File: src/rtl/arb_mux_pkg.sv
`default_nettype none
// +----------------------------------------------------------------------+
// | arb_mux_pkg : shared constants and helpers for the arb_mux slice      |
// | Rev 1.0                                                               |
// +----------------------------------------------------------------------+
package arb_mux_pkg;

  localparam logic MODE_FIXED = 1'b0;
  localparam logic MODE_RR    = 1'b1;

  function automatic int clog2_min1(input int n);
    return (n <= 2) ? 1 : $clog2(n);
  endfunction

endpackage
`default_nettype wire

File: src/rtl/rr_pick.sv
`default_nettype none
// +----------------------------------------------------------------------+
// | rr_pick : combinational rotating priority encoder, scan starts at base|
// | Rev 1.0                                                               |
// +----------------------------------------------------------------------+
module rr_pick
  import arb_mux_pkg::*;
#(
  parameter int NCH  = 4,
  parameter int SELW = clog2_min1(NCH)
) (
  input  logic [NCH-1:0]  req,
  input  logic [SELW-1:0] base,
  output logic            gnt_vld,
  output logic [SELW-1:0] gnt_idx
);

  // Scan from the farthest offset down so the slot nearest base wins last.
  always_comb begin
    gnt_vld = 1'b0;
    gnt_idx = '0;
    for (int k = NCH - 1; k >= 0; k--) begin
      int pos;
      pos = int'(base) + k;
      if (pos >= NCH) pos = pos - NCH;
      if (req[pos]) begin
        gnt_vld = 1'b1;
        gnt_idx = SELW'(pos);
      end
    end
  end

endmodule
`default_nettype wire

File: src/rtl/arb_mux.sv
`default_nettype none
// +----------------------------------------------------------------------+
// | arb_mux : N-channel valid/ready mux, fixed or round-robin selection,  |
// |           single registered output stage                              |
// | Rev 1.0                                                               |
// +----------------------------------------------------------------------+
module arb_mux
  import arb_mux_pkg::*;
#(
  parameter int WIDTH = 8,
  parameter int NCH   = 4,
  parameter int SELW  = clog2_min1(NCH)
) (
  input  logic                 clk,
  input  logic                 rst_n,
  input  logic                 mode,
  input  logic [SELW-1:0]      sel,
  input  logic [NCH*WIDTH-1:0] in_data,
  input  logic [NCH-1:0]       in_valid,
  output logic [NCH-1:0]       in_ready,
  output logic [WIDTH-1:0]     out_data,
  output logic [SELW-1:0]      out_chan,
  output logic                 out_valid,
  input  logic                 out_ready
);

  logic [WIDTH-1:0] r_data;
  logic [SELW-1:0]  r_chan;
  logic             r_valid;
  logic [SELW-1:0]  r_rr_ptr;

  logic             w_load_en;
  logic             w_fix_vld;
  logic [SELW-1:0]  w_fix_idx;
  logic             w_rr_vld;
  logic [SELW-1:0]  w_rr_idx;
  logic             w_gnt_vld;
  logic [SELW-1:0]  w_gnt_idx;
  logic [SELW-1:0]  w_rr_next;

  assign w_load_en = !r_valid || out_ready;

  // Equality against each legal index: out-of-range or unknown sel grants nothing.
  always_comb begin
    w_fix_vld = 1'b0;
    w_fix_idx = '0;
    for (int i = 0; i < NCH; i++) begin
      if (sel == SELW'(i) && in_valid[i]) begin
        w_fix_vld = 1'b1;
        w_fix_idx = SELW'(i);
      end
    end
  end

  rr_pick #(
    .NCH  (NCH),
    .SELW (SELW)
  ) u_rr_pick (
    .req     (in_valid),
    .base    (r_rr_ptr),
    .gnt_vld (w_rr_vld),
    .gnt_idx (w_rr_idx)
  );

  assign w_gnt_vld = (mode == MODE_RR) ? w_rr_vld : w_fix_vld;
  assign w_gnt_idx = (mode == MODE_RR) ? w_rr_idx : w_fix_idx;
  assign w_rr_next = (w_gnt_idx == SELW'(NCH - 1)) ? '0 : w_gnt_idx + SELW'(1);

  // rst_n gates ready directly: during reset load_en is forced true.
  always_comb begin
    in_ready = '0;
    if (rst_n && w_load_en && w_gnt_vld) in_ready[w_gnt_idx] = 1'b1;
  end

  always_ff @(posedge clk or negedge rst_n) begin
    if (!rst_n) begin
      r_data   <= '0;
      r_chan   <= '0;
      r_valid  <= 1'b0;
      r_rr_ptr <= '0;
    end else if (w_load_en) begin
      if (w_gnt_vld) begin
        r_data  <= in_data[w_gnt_idx*WIDTH +: WIDTH];
        r_chan  <= w_gnt_idx;
        r_valid <= 1'b1;
        if (mode == MODE_RR) r_rr_ptr <= w_rr_next;
      end else begin
        r_valid <= 1'b0;
      end
    end
  end

  assign out_data  = r_data;
  assign out_chan  = r_chan;
  assign out_valid = r_valid;

endmodule
`default_nettype wire

File: config.mk
export PLATFORM = sky130hd
export DESIGN_NAME = arb_mux
export DESIGN_NICKNAME = d
export VERILOG_FILES = /design/src/rtl/arb_mux_pkg.sv /design/src/rtl/rr_pick.sv /design/src/rtl/arb_mux.sv
export SDC_FILE = /design/constraint.sdc
export NUM_CORES = 1
export LEC_CHECK = 0
export ABC_AREA = 0
export CELL_PAD_IN_SITES_DETAIL_PLACEMENT = 1
export CELL_PAD_IN_SITES_GLOBAL_PLACEMENT = 2
export CORE_UTILIZATION = 21
export CTS_CLUSTER_DIAMETER = 150
export DETAILED_ROUTE_END_ITERATION = 6
export HOLD_SLACK_MARGIN = 0.12
export PLACE_DENSITY = 0.79
export SYNTH_ARGS = -nofsm -noshare
export SYNTH_HDL_FRONTEND = slang
export SYNTH_SLANG_ARGS = --single-unit
export TNS_END_PERCENT = 20
File: constraint.sdc
create_clock -name clk -period 2.3 [get_ports clk]
set_input_delay 0.345 -clock clk [delete_from_list [all_inputs] [get_ports clk]]
set_output_delay 0.345 -clock clk [all_outputs]
set_load 0.05 [all_outputs]
Word level (Yosys, flattened, before mapping)

Cells that the tools add are included.

Add/sub/neg operators: 8
Magnitude comparators: 10
Equality and inequality tests: 4
Shifts and indexed selects: 1
Multiplexer cells: 38
Reduce and logical (&&, ||, !) cells: 12

Operator list:

| cell                                                                                  | number |
|---|---|
| 32-bit by 4-bit less-than comparator with 1-bit output (second input constant)        | 4 |
| 32-bit two-way mux                                                                    | 4 |
| 32-bit by 4-bit greater-or-equal comparator with 1-bit output (second input constant) | 3 |
| 32-bit by 4-bit subtractor with 32-bit output (second input constant)                 | 3 |
| 32-bit by 6-bit indexed part select with 8-bit output                                 | 1 |
| 1-bit two-way mux                                                                     | 20 |
| 2-bit two-way mux                                                                     | 8 |
| 1-bit binary-select mux with 2-bit select                                             | 4 |
| 1-bit logical AND                                                                     | 7 |
| 2-bit by 2-bit adder with 3-bit output (second input constant)                        | 2 |
| 2-bit == test (second input constant)                                                 | 3 |
| 4-bit two-way mux                                                                     | 1 |
| 2-bit by 3-bit subtractor with 4-bit output (second input constant)                   | 1 |
| 2-bit by 1-bit adder with 3-bit output (second input constant)                        | 1 |
| 2-bit by 3-bit greater-or-equal comparator with 1-bit output (second input constant)  | 1 |
| 2-bit by 3-bit less-than comparator with 1-bit output (second input constant)         | 1 |
| 3-bit AND reduction                                                                   | 1 |
| 2-bit by 1-bit adder with 2-bit output (second input constant)                        | 1 |
| 1-bit demux with 2-bit select                                                         | 1 |
| 2-bit by 1-bit == test with 1-bit output (second input constant)                      | 1 |
| 2-bit by 1-bit greater-or-equal comparator with 1-bit output (second input constant)  | 1 |
| 2-bit zero test                                                                       | 1 |
| 2-bit AND reduction                                                                   | 1 |
| 1-bit zero test                                                                       | 1 |
| 1-bit logical OR                                                                      | 1 |

Bits in registers: 13
Bits of input ports: 42
Output and inout bits: 15
Logic and storage cells: 77

Longest topological paths before layout

Gate-level depths: netlist (run 1).

Word-level depth: 16
Mapped depth: 8
Mapped depth without buffers: 6

By module

A second synthesis (run 1) with hierarchy kept.

Cells, all modules: 115
Area total of the unflattened synthesis: 1128.6 µm²

By module, submodules not included:

| module  | times used | cells an instance | area each (µm²) | seq. area each (µm²) |
|---|---|---|---|---|
| arb_mux | 1          | 102               | 1051.0          | 325.3 |
| rr_pick | 1          | 13                | 77.6            | 0.0 |

Worst setup path before layout (run 1)

No wires, ideal clock.

Path kind: input to output
Start: in mode
End: out in_ready[1]
Arrival time: 2.459 ns
Required time: 1.955 ns
Slack: -0.504 ns
Cell stages on the path: 7
Path buffers: 2
Path through: clkbuf_1 -> a21oi_1 -> a22o_1 -> nor2b_1 -> buf_2 -> nand2_1 -> nor3b_1

Longest elaborated chain between the ends: 6
Elaborated cells on any way between the ends: 9
Classes of those cells: order compare (2); mux (5); reduce/logical (2)

Ends and longest elaborated chain:

| item                                                                                                                                                               | line          | RTL |
|---|---|---|
| start, declared                                                                                                                                                    | arb_mux.sv:16 | `input logic mode,` |
| 2-bit two-way mux                                                                                                                                                  | arb_mux.sv:66 | `assign w_gnt_idx = (mode == MODE_RR) ? w_rr_idx : w_fix_idx;` |
| 2-bit by 3-bit less-than comparator with 1-bit output (not written as such) / 2-bit by 1-bit greater-or-equal comparator with 1-bit output (equally long branches) | arb_mux.sv:72 | `if (rst_n && w_load_en && w_gnt_vld) in_ready[w_gnt_idx] = 1'b1;` |
| 1-bit logical AND (not written as such)                                                                                                                            | arb_mux.sv:72 |  |
| 1-bit two-way mux (not written as such)                                                                                                                            | arb_mux.sv:72 |  |
| 1-bit demux with 2-bit select                                                                                                                                      | arb_mux.sv:72 |  |
| 4-bit two-way mux *                                                                                                                                                | arb_mux.sv:72 |  |
| end, declared                                                                                                                                                      | arb_mux.sv:20 | `output logic [NCH-1:0] in_ready,` |

Every way passes the cells marked *; elsewhere a longest branch is shown, timed or not.

Worst setup path in the final report (run 1)

Start: reg r_rr_ptr[0]
End: out in_ready[3]

Longest elaborated chain between the ends: 16
Elaborated cells on any way between the ends: 44
Classes of those cells: add/sub (7); order compare (6); mux (29); reduce/logical (2)

Ends and longest elaborated chain:

| item                                                                                                                                                               | line          | RTL |
|---|---|---|
| start, declared                                                                                                                                                    | arb_mux.sv:30 | `logic [SELW-1:0] r_rr_ptr;` |
| start signal, assigned                                                                                                                                             | arb_mux.sv:86 | `if (mode == MODE_RR) r_rr_ptr <= w_rr_next;` |
| 2-bit by 2-bit adder with 3-bit output                                                                                                                             | rr_pick.sv:24 | `pos = int'(base) + k;` |
| 32-bit by 4-bit subtractor with 32-bit output / 32-bit by 4-bit greater-or-equal comparator with 1-bit output (equally long branches)                              | rr_pick.sv:25 | `if (pos >= NCH) pos = pos - NCH;` |
| 32-bit two-way mux                                                                                                                                                 | rr_pick.sv:25 |  |
| 1-bit binary-select mux with 2-bit select                                                                                                                          | rr_pick.sv:26 | `if (req[pos]) begin` |
| 1-bit two-way mux (not written as such) (2 in series)                                                                                                              | rr_pick.sv:26 |  |
| 2-bit two-way mux (4 in series)                                                                                                                                    | rr_pick.sv:26 |  |
| 2-bit two-way mux                                                                                                                                                  | arb_mux.sv:66 |  |
| 2-bit by 3-bit less-than comparator with 1-bit output (not written as such) / 2-bit by 1-bit greater-or-equal comparator with 1-bit output (equally long branches) | arb_mux.sv:72 |  |
| 1-bit logical AND (not written as such)                                                                                                                            | arb_mux.sv:72 |  |
| 1-bit two-way mux (not written as such)                                                                                                                            | arb_mux.sv:72 |  |
| 1-bit demux with 2-bit select                                                                                                                                      | arb_mux.sv:72 |  |
| 4-bit two-way mux *                                                                                                                                                | arb_mux.sv:72 |  |

Every way passes the cells marked *; elsewhere a longest branch is shown, timed or not. The select of a mux whose other input is x is not followed.

==> reports/metrics.yaml, run 1 <==
clkTransAtPathRegs_ps: 60
synth_cells: 106
outcome: "complete, but fails checks"
place_hpwl_um: 2970
grt_pass1_wl_um: 5600
finalCritPeriodShare: 1.01
clock_latency_ps: 250
layout_common_cells: "clkdlybuf4s50_1 (45), buf_4 (21), nand2_1 (20)"
wl_per_cell_um: 14.3
grt_start_max_net_pins: 18
worstPathRequired_ps: 1960
crit_fanout: 4
clock-sinks: 13
tns_ps: -17.1
fin_skew_ps: 3.13
ant_nets: 0
switching_share: 0.441
total_power_uw: 1720
die_x_um: 72.4
grt_pass1_vias: 1186
vias: 1097
syn_area_mm2: 0.00104
violations: "setup timing"
power_frac_seq: 0.219
final_common_cell: "clkdlybuf4s50_1"
initial_utilization: 0.219
yosysWarnings: 0
dr.pass1.iters: 4
ys_seq_area_frac: 0.313
ys_ff_latch: 13
finalCriticalPeriod_ps: 2320
core_mm2: 0.00475
pwr-share-comb: 0.658
netlist-cell-type-count: 32
fmax_ghz: 0.432
hold_violations: 0
gp_congestion: 0.808
rsz0062_at_grt: "yes"
ff2ff_setup_slack_ps: 170
routed_wl_um: 3600
grt_antenna_before_repair: 0
cts_root_buf: "clkbuf_8"
cts.path.max_buffers: 2
hold_class: "in2async"
power.leakage_uw: 0.000873
switchingPower_uw: 757
crit_type: "reg2out"
end_kind: "primary output"
finalSetupViolations: 1
internal-power_uw: 958
via_per_inst: 4.35
die-area_mm2: 0.00524
drt_iter0_drc: 18
worst_pin_slew_ps: 531
ios: 57
cp_data_arrival_time_ps: 1970
ir_drop_uv: 326
post-place-ws_ps: -399
fp.dieH_um: 72.4
tritoncts: "yes"
slew_headroom: 0.645
p_clk_frac: 0.123
synth_nets: 149
grtUsageTotal: 0.139
p_per_area_mw_per_mm2: 855
syn_avg_cell_area_um2: 9.81
nFillCells: 547
port_buffers: 56
setup_ws_ps: -17.1
diodes: 0
finalMaxSlewViolations: 0
cts_buffers: 3
cp-start-kind: "flip-flop"
drive_above_1_share: 0.324
h-tree-depth: 1
drv_cap: 0
drc: 0
row_count: 25
fin_nets: 229
area_growth_syn_to_layout_pct: 93.0
overflow: 0
-- power by group through the flow --
stage | Combinational [uW] | Clock [uW] | Sequential [uW]
floorplan | 426 | 0 | 601
global placement | 1040 | 0 | 374
detailed placement | 1060 | 0 | 382
CTS | 1120 | 217 | 379
global route | 1200 | 226 | 386
finish | 1130 | 210 | 376
-- worst paths after layout --
check,startpoint,end,depth (start not counted)
min in group clk,out_data[5],out_data[5],2
worst min-delay path,rst_n,r_rr_ptr[1],1
worst max register to register,r_rr_ptr[0],out_data[0],7
max in group asynchronous,rst_n,out_data[2],2
worst max-delay path,r_rr_ptr[0],in_ready[3],7
worst min register to register,out_data[5],out_data[5],2
-- routing by layer --
layer / vias up / wire (um) / track usage
li1: 544 / - / -
met1: 534 / 1550 / 0.167
met2: 17 / 1980 / 0.250
met3: 2 / 54 / 0.0250
met4: 0 / 16 / 0.0414
met5: - / 0 / 0
-- timing repair --
action / in CTS / in global routing
setup buffers: 3 / 1
hold endpoints to repair: 0 / 0
pin swaps: 4 / 3
gates resized for setup: 19 / 4
hold buffers: 0 / 0
setup endpoints to repair: 5 / 4
-- cells by family (layout without fill, tap and decap cells) --
kind of cell / Yosys count / in the layout / share of synthesized area
AND/OR/NAND/NOR: 38 / 38 / 0.174
AO/OA/AOI/OAI: 21 / 21 / 0.219
multiplexers: 21 / 21 / 0.206
flip-flops: 13 / 13 / 0.313
buffers and inverters: 11 / 90 / 0.0650
adder cells (fa/ha/maj): 2 / 2 / 0.0229
-- area by class of cell --
class                   instances  area (um^2)  area share
clock buffers                   3         41.3      0.0206
clock inverters                 1         5.00     0.00249
inverters                       4         15.0     0.00748
well taps                      67         83.8      0.0418
repair buffers                 82          837       0.417
flip-flops and latches         13          327       0.163
multi-input cells              82          698       0.348
-- synthesized netlist by cell type --
library cell / number / area share
and2b_1: 1 / 0.0072
nand3_1: 1 / 0.0048
mux2_2: 3 / 0.032
inv_1: 3 / 0.011
maj3_2: 1 / 0.011
ha_1: 1 / 0.012
buf_6: 1 / 0.011
o21ai_0: 3 / 0.014
a22o_1: 2 / 0.017
buf_8: 1 / 0.014
nand2_1: 21 / 0.076
or2_0: 1 / 0.0060
a221o_1: 1 / 0.0096
a21oi_4: 1 / 0.016
nor4_1: 1 / 0.0060
nor2b_1: 2 / 0.012
a31oi_1: 2 / 0.012
mux2i_1: 18 / 0.17
buf_4: 1 / 0.0072
and3_1: 1 / 0.0060
nand2_2: 1 / 0.0060
o311a_4: 1 / 0.020
o221ai_2: 8 / 0.12
inv_2: 1 / 0.0036
nand2b_1: 4 / 0.024
a21oi_1: 3 / 0.014
nor3b_1: 2 / 0.014
nor3_1: 1 / 0.0048
dfrtp_1: 13 / 0.31
clkbuf_1: 1 / 0.0036
buf_2: 3 / 0.014
nor2_1: 2 / 0.0072
-- per-stage QoR --
| stage | hold slack (ps) | area, um^2 | std cells | util |
|---|---|---|---|---|
| global route | 341 | 2010 | 252 | 0.422 |
| global placement | 458 | 1880 | 244 | 0.396 |
| detailed placement | 477 | 1880 | 244 | 0.396 |
| CTS | 326 | 1990 | 251 | 0.418 |
| floorplan | 49.4 | 1050 | 106 | - |
| finish | 327 | 2010 | 252 | 0.422 |
-- state kept, by name, summed over array words and instances (netlist names) --
register,cells
out_valid,1
r_rr_ptr,2
out_chan,2
out_data,8
-- worst max-delay path: stages, from the launching register on --
cell     delay [ps]
dfrtp_2         400
inv_2            50
maj3_2          310
o311a_4         320
a21oi_4         160
ha_1            170
and3_4          190
buf_12          130
Power figures use the tool's default switching activity.
==> inputs of run 2 (changes only) <==
Settings changed: CELL_PAD_IN_SITES_DETAIL_PLACEMENT 1 to default, CELL_PAD_IN_SITES_GLOBAL_PLACEMENT 2 to default, CORE_MARGIN from default to 2, CORE_UTILIZATION 21 to 38, PLACE_DENSITY 0.79 to 0.8.
==> reports/metrics.yaml, run 2 (synthesis results as in run 1) <==
outcome: "complete, but fails checks"
violations: "setup timing"
finalMaxSlewViolations: 0  # unchanged
worstPathRequired_ps: 1960  # about the same
cp_data_arrival_time_ps: 2050  # +80 ps
clock-sinks: 13  # unchanged
cp-start-kind: "flip-flop"
overflow: 0  # unchanged
drv_cap: 0  # unchanged
clock_latency_ps: 270  # +20 ps
nFillCells: 187  # -66%
via_per_inst: 5.38  # +23%
p_per_area_mw_per_mm2: 843  # -1.4%
gp_congestion: 0.851  # +5.3%
port_buffers: 56  # unchanged
grt_util_met2: 0.417  # +0.167
placed_area_mm2: 0.00183  # -2.7%
initial_utilization: 0.409  # +0.190
place_hpwl_um: 2820  # -4.9%
grt_antenna_before_repair: 0  # unchanged
total_power_uw: 1620  # -5.4%
core_mm2: 0.00254  # -46%
crit_path_top_delay_cell: "dfrtp_2"
hold_violations: 0  # unchanged
worst_path_largest_cell_delay_ps: 390  # about the same
stdcell_count: 216  # -14%
final_common_cell: "clkdlybuf4s50_1"
grt_pass1_vias: 1168  # -1.5%
cts_root_buf: "clkbuf_4"
cts.path.max_buffers: 2  # unchanged
area_growth_syn_to_layout_pct: 85.2
fmax_ghz: 0.418  # -3.2%
grt_pass1_wl_um: 5550  # -0.86%
ir_drop_uv: 777  # +140%
finalSetupViolations: 3  # +2
row_count: 18  # -28%
power.leakage_uw: 0.000847  # -2.9%
largest_register_ffs: 8  # unchanged
hold_class: "reg2reg"
grt_start_max_net_pins: 14  # -4
grtUsageTotal: 0.225  # +0.0859
vias: 1161  # +5.8%
ios: 57  # unchanged
layout_common_cells: "clkdlybuf4s50_1 (46), buf_4 (23), nand2_1 (20)"
crit_fanout: 5  # +1
busiest_layer: "met2"
tritoncts: "yes"
cts_buffers: 3  # unchanged
final_area_mm2: 0.00193  # -4.1%
worst_pin_slew_ps: 527  # -4.44 ps
dr.pass1.iters: 4  # unchanged
met1_usage: 0.254  # +0.0876
diodes: 0  # unchanged
seqCellArea_um2: 327  # unchanged
multi_input_area_um2: 692  # -0.90%
h-tree-depth: 1  # unchanged
routed_wl_um: 3490  # -3.1%
die-area_mm2: 0.00317  # -39%
final_util: 0.757  # +0.335
clkTransAtPathRegs_ps: 80  # +20 ps
drt_iter0_drc: 31  # +13
ctsHoldBuffers: 0  # unchanged
setup_ws_ps: -92.7  # -75.7 ps
post-place-ws_ps: -319  # +79.8 ps
fin_nets: 230  # +0.44%
slew_headroom: 0.648  # +0.00297
wl_per_cell_um: 16.1  # +13%
fin_skew_ps: 1.55  # -1.59 ps
drc: 0  # unchanged
rsz0062_at_grt: "yes"
die_x_um: 56.3  # -22%
crit_chain: "inv_2, maj3_2, o311a_4, a21oi_4, ha_2, and3_4, buf_12"
drive_above_1_share: 0.323  # -0.00174
crit_type: "reg2out"
ant_nets: 0  # unchanged
finalCritPeriodShare: 1.04  # +0.0329
finalCriticalPeriod_ps: 2390  # +75.7 ps
dp.cells: 208  # -15%
end_kind: "primary output"
grt_use_met3: 0.0461  # +0.0211
fp.dieH_um: 56.3  # -22%
## run 2: worst paths after layout
| check | start | to | slack (ps) | depth (start not counted) |
|---|---|---|---|---|
| hold reg to reg | out_data[2] | out_data[2] | 490 | 2 |
| hold / removal | out_data[2] | out_data[2] | 490 | 2 |
| setup reg to reg | r_rr_ptr[0] | out_data[4] | 160 | 8 |
| setup / recovery | r_rr_ptr[0] | in_ready[3] | -90 | 7 |
| min in group asynchronous | rst_n | out_data[2] | 500 | 2 |
| max in group asynchronous | rst_n | r_rr_ptr[0] | 1620 | 2 |
## run 2: where the power goes
part	internal (uW)	total, uW	switching, uW
clock	67.2	140	72.9
combinational	509	1120	608
sequential	315	367	52.0
## run 2: cell type report
type                       count  share of cell area
timing repair buffer          83               0.430
multi-input combinational     82               0.359
sequential                    13               0.170
tap                           30              0.0195
clock buffer                   4              0.0136
inverter                       4             0.00780
## run 2: per-layer routing
layer | vias to the layer above | share of wire
met5 | - | 0
met4 | 0 | 0.023
met3 | 10 | 0.054
met2 | 50 | 0.55
met1 | 554 | 0.37
li1 | 547 | -
## run 2: repair_timing
action / in CTS / in global routing
endpoints found under the setup margin: 4 / 4
resized for setup: 18 / 3
setup buffers: 4 / 0
pin swaps: 6 / 2
hold endpoints to repair: 0 / 0
## run 2: worst max-delay path: cells and delay by family (launching register included)
| family | cells | cell delay (ps) |
|---|---|---|
| AOI/OAI and AO/OA | 2 | 520 |
| adders and majority gates | 2 | 500 |
| DFF | 1 | 390 |
| and+or+nand+nor | 1 | 190 |
| buffers and inverters | 2 | 170 |
## run 2: metrics by stage
step / hold WS, ps / setup TNS (ps)
4_1_cts: 490 / -226
2_1_floorplan: 49.4 / -351
3_5_place_dp: 477 / -3380
5_1_grt: 508 / -425
3_3_place_gp: 460 / -2060
6_report: 491 / -179
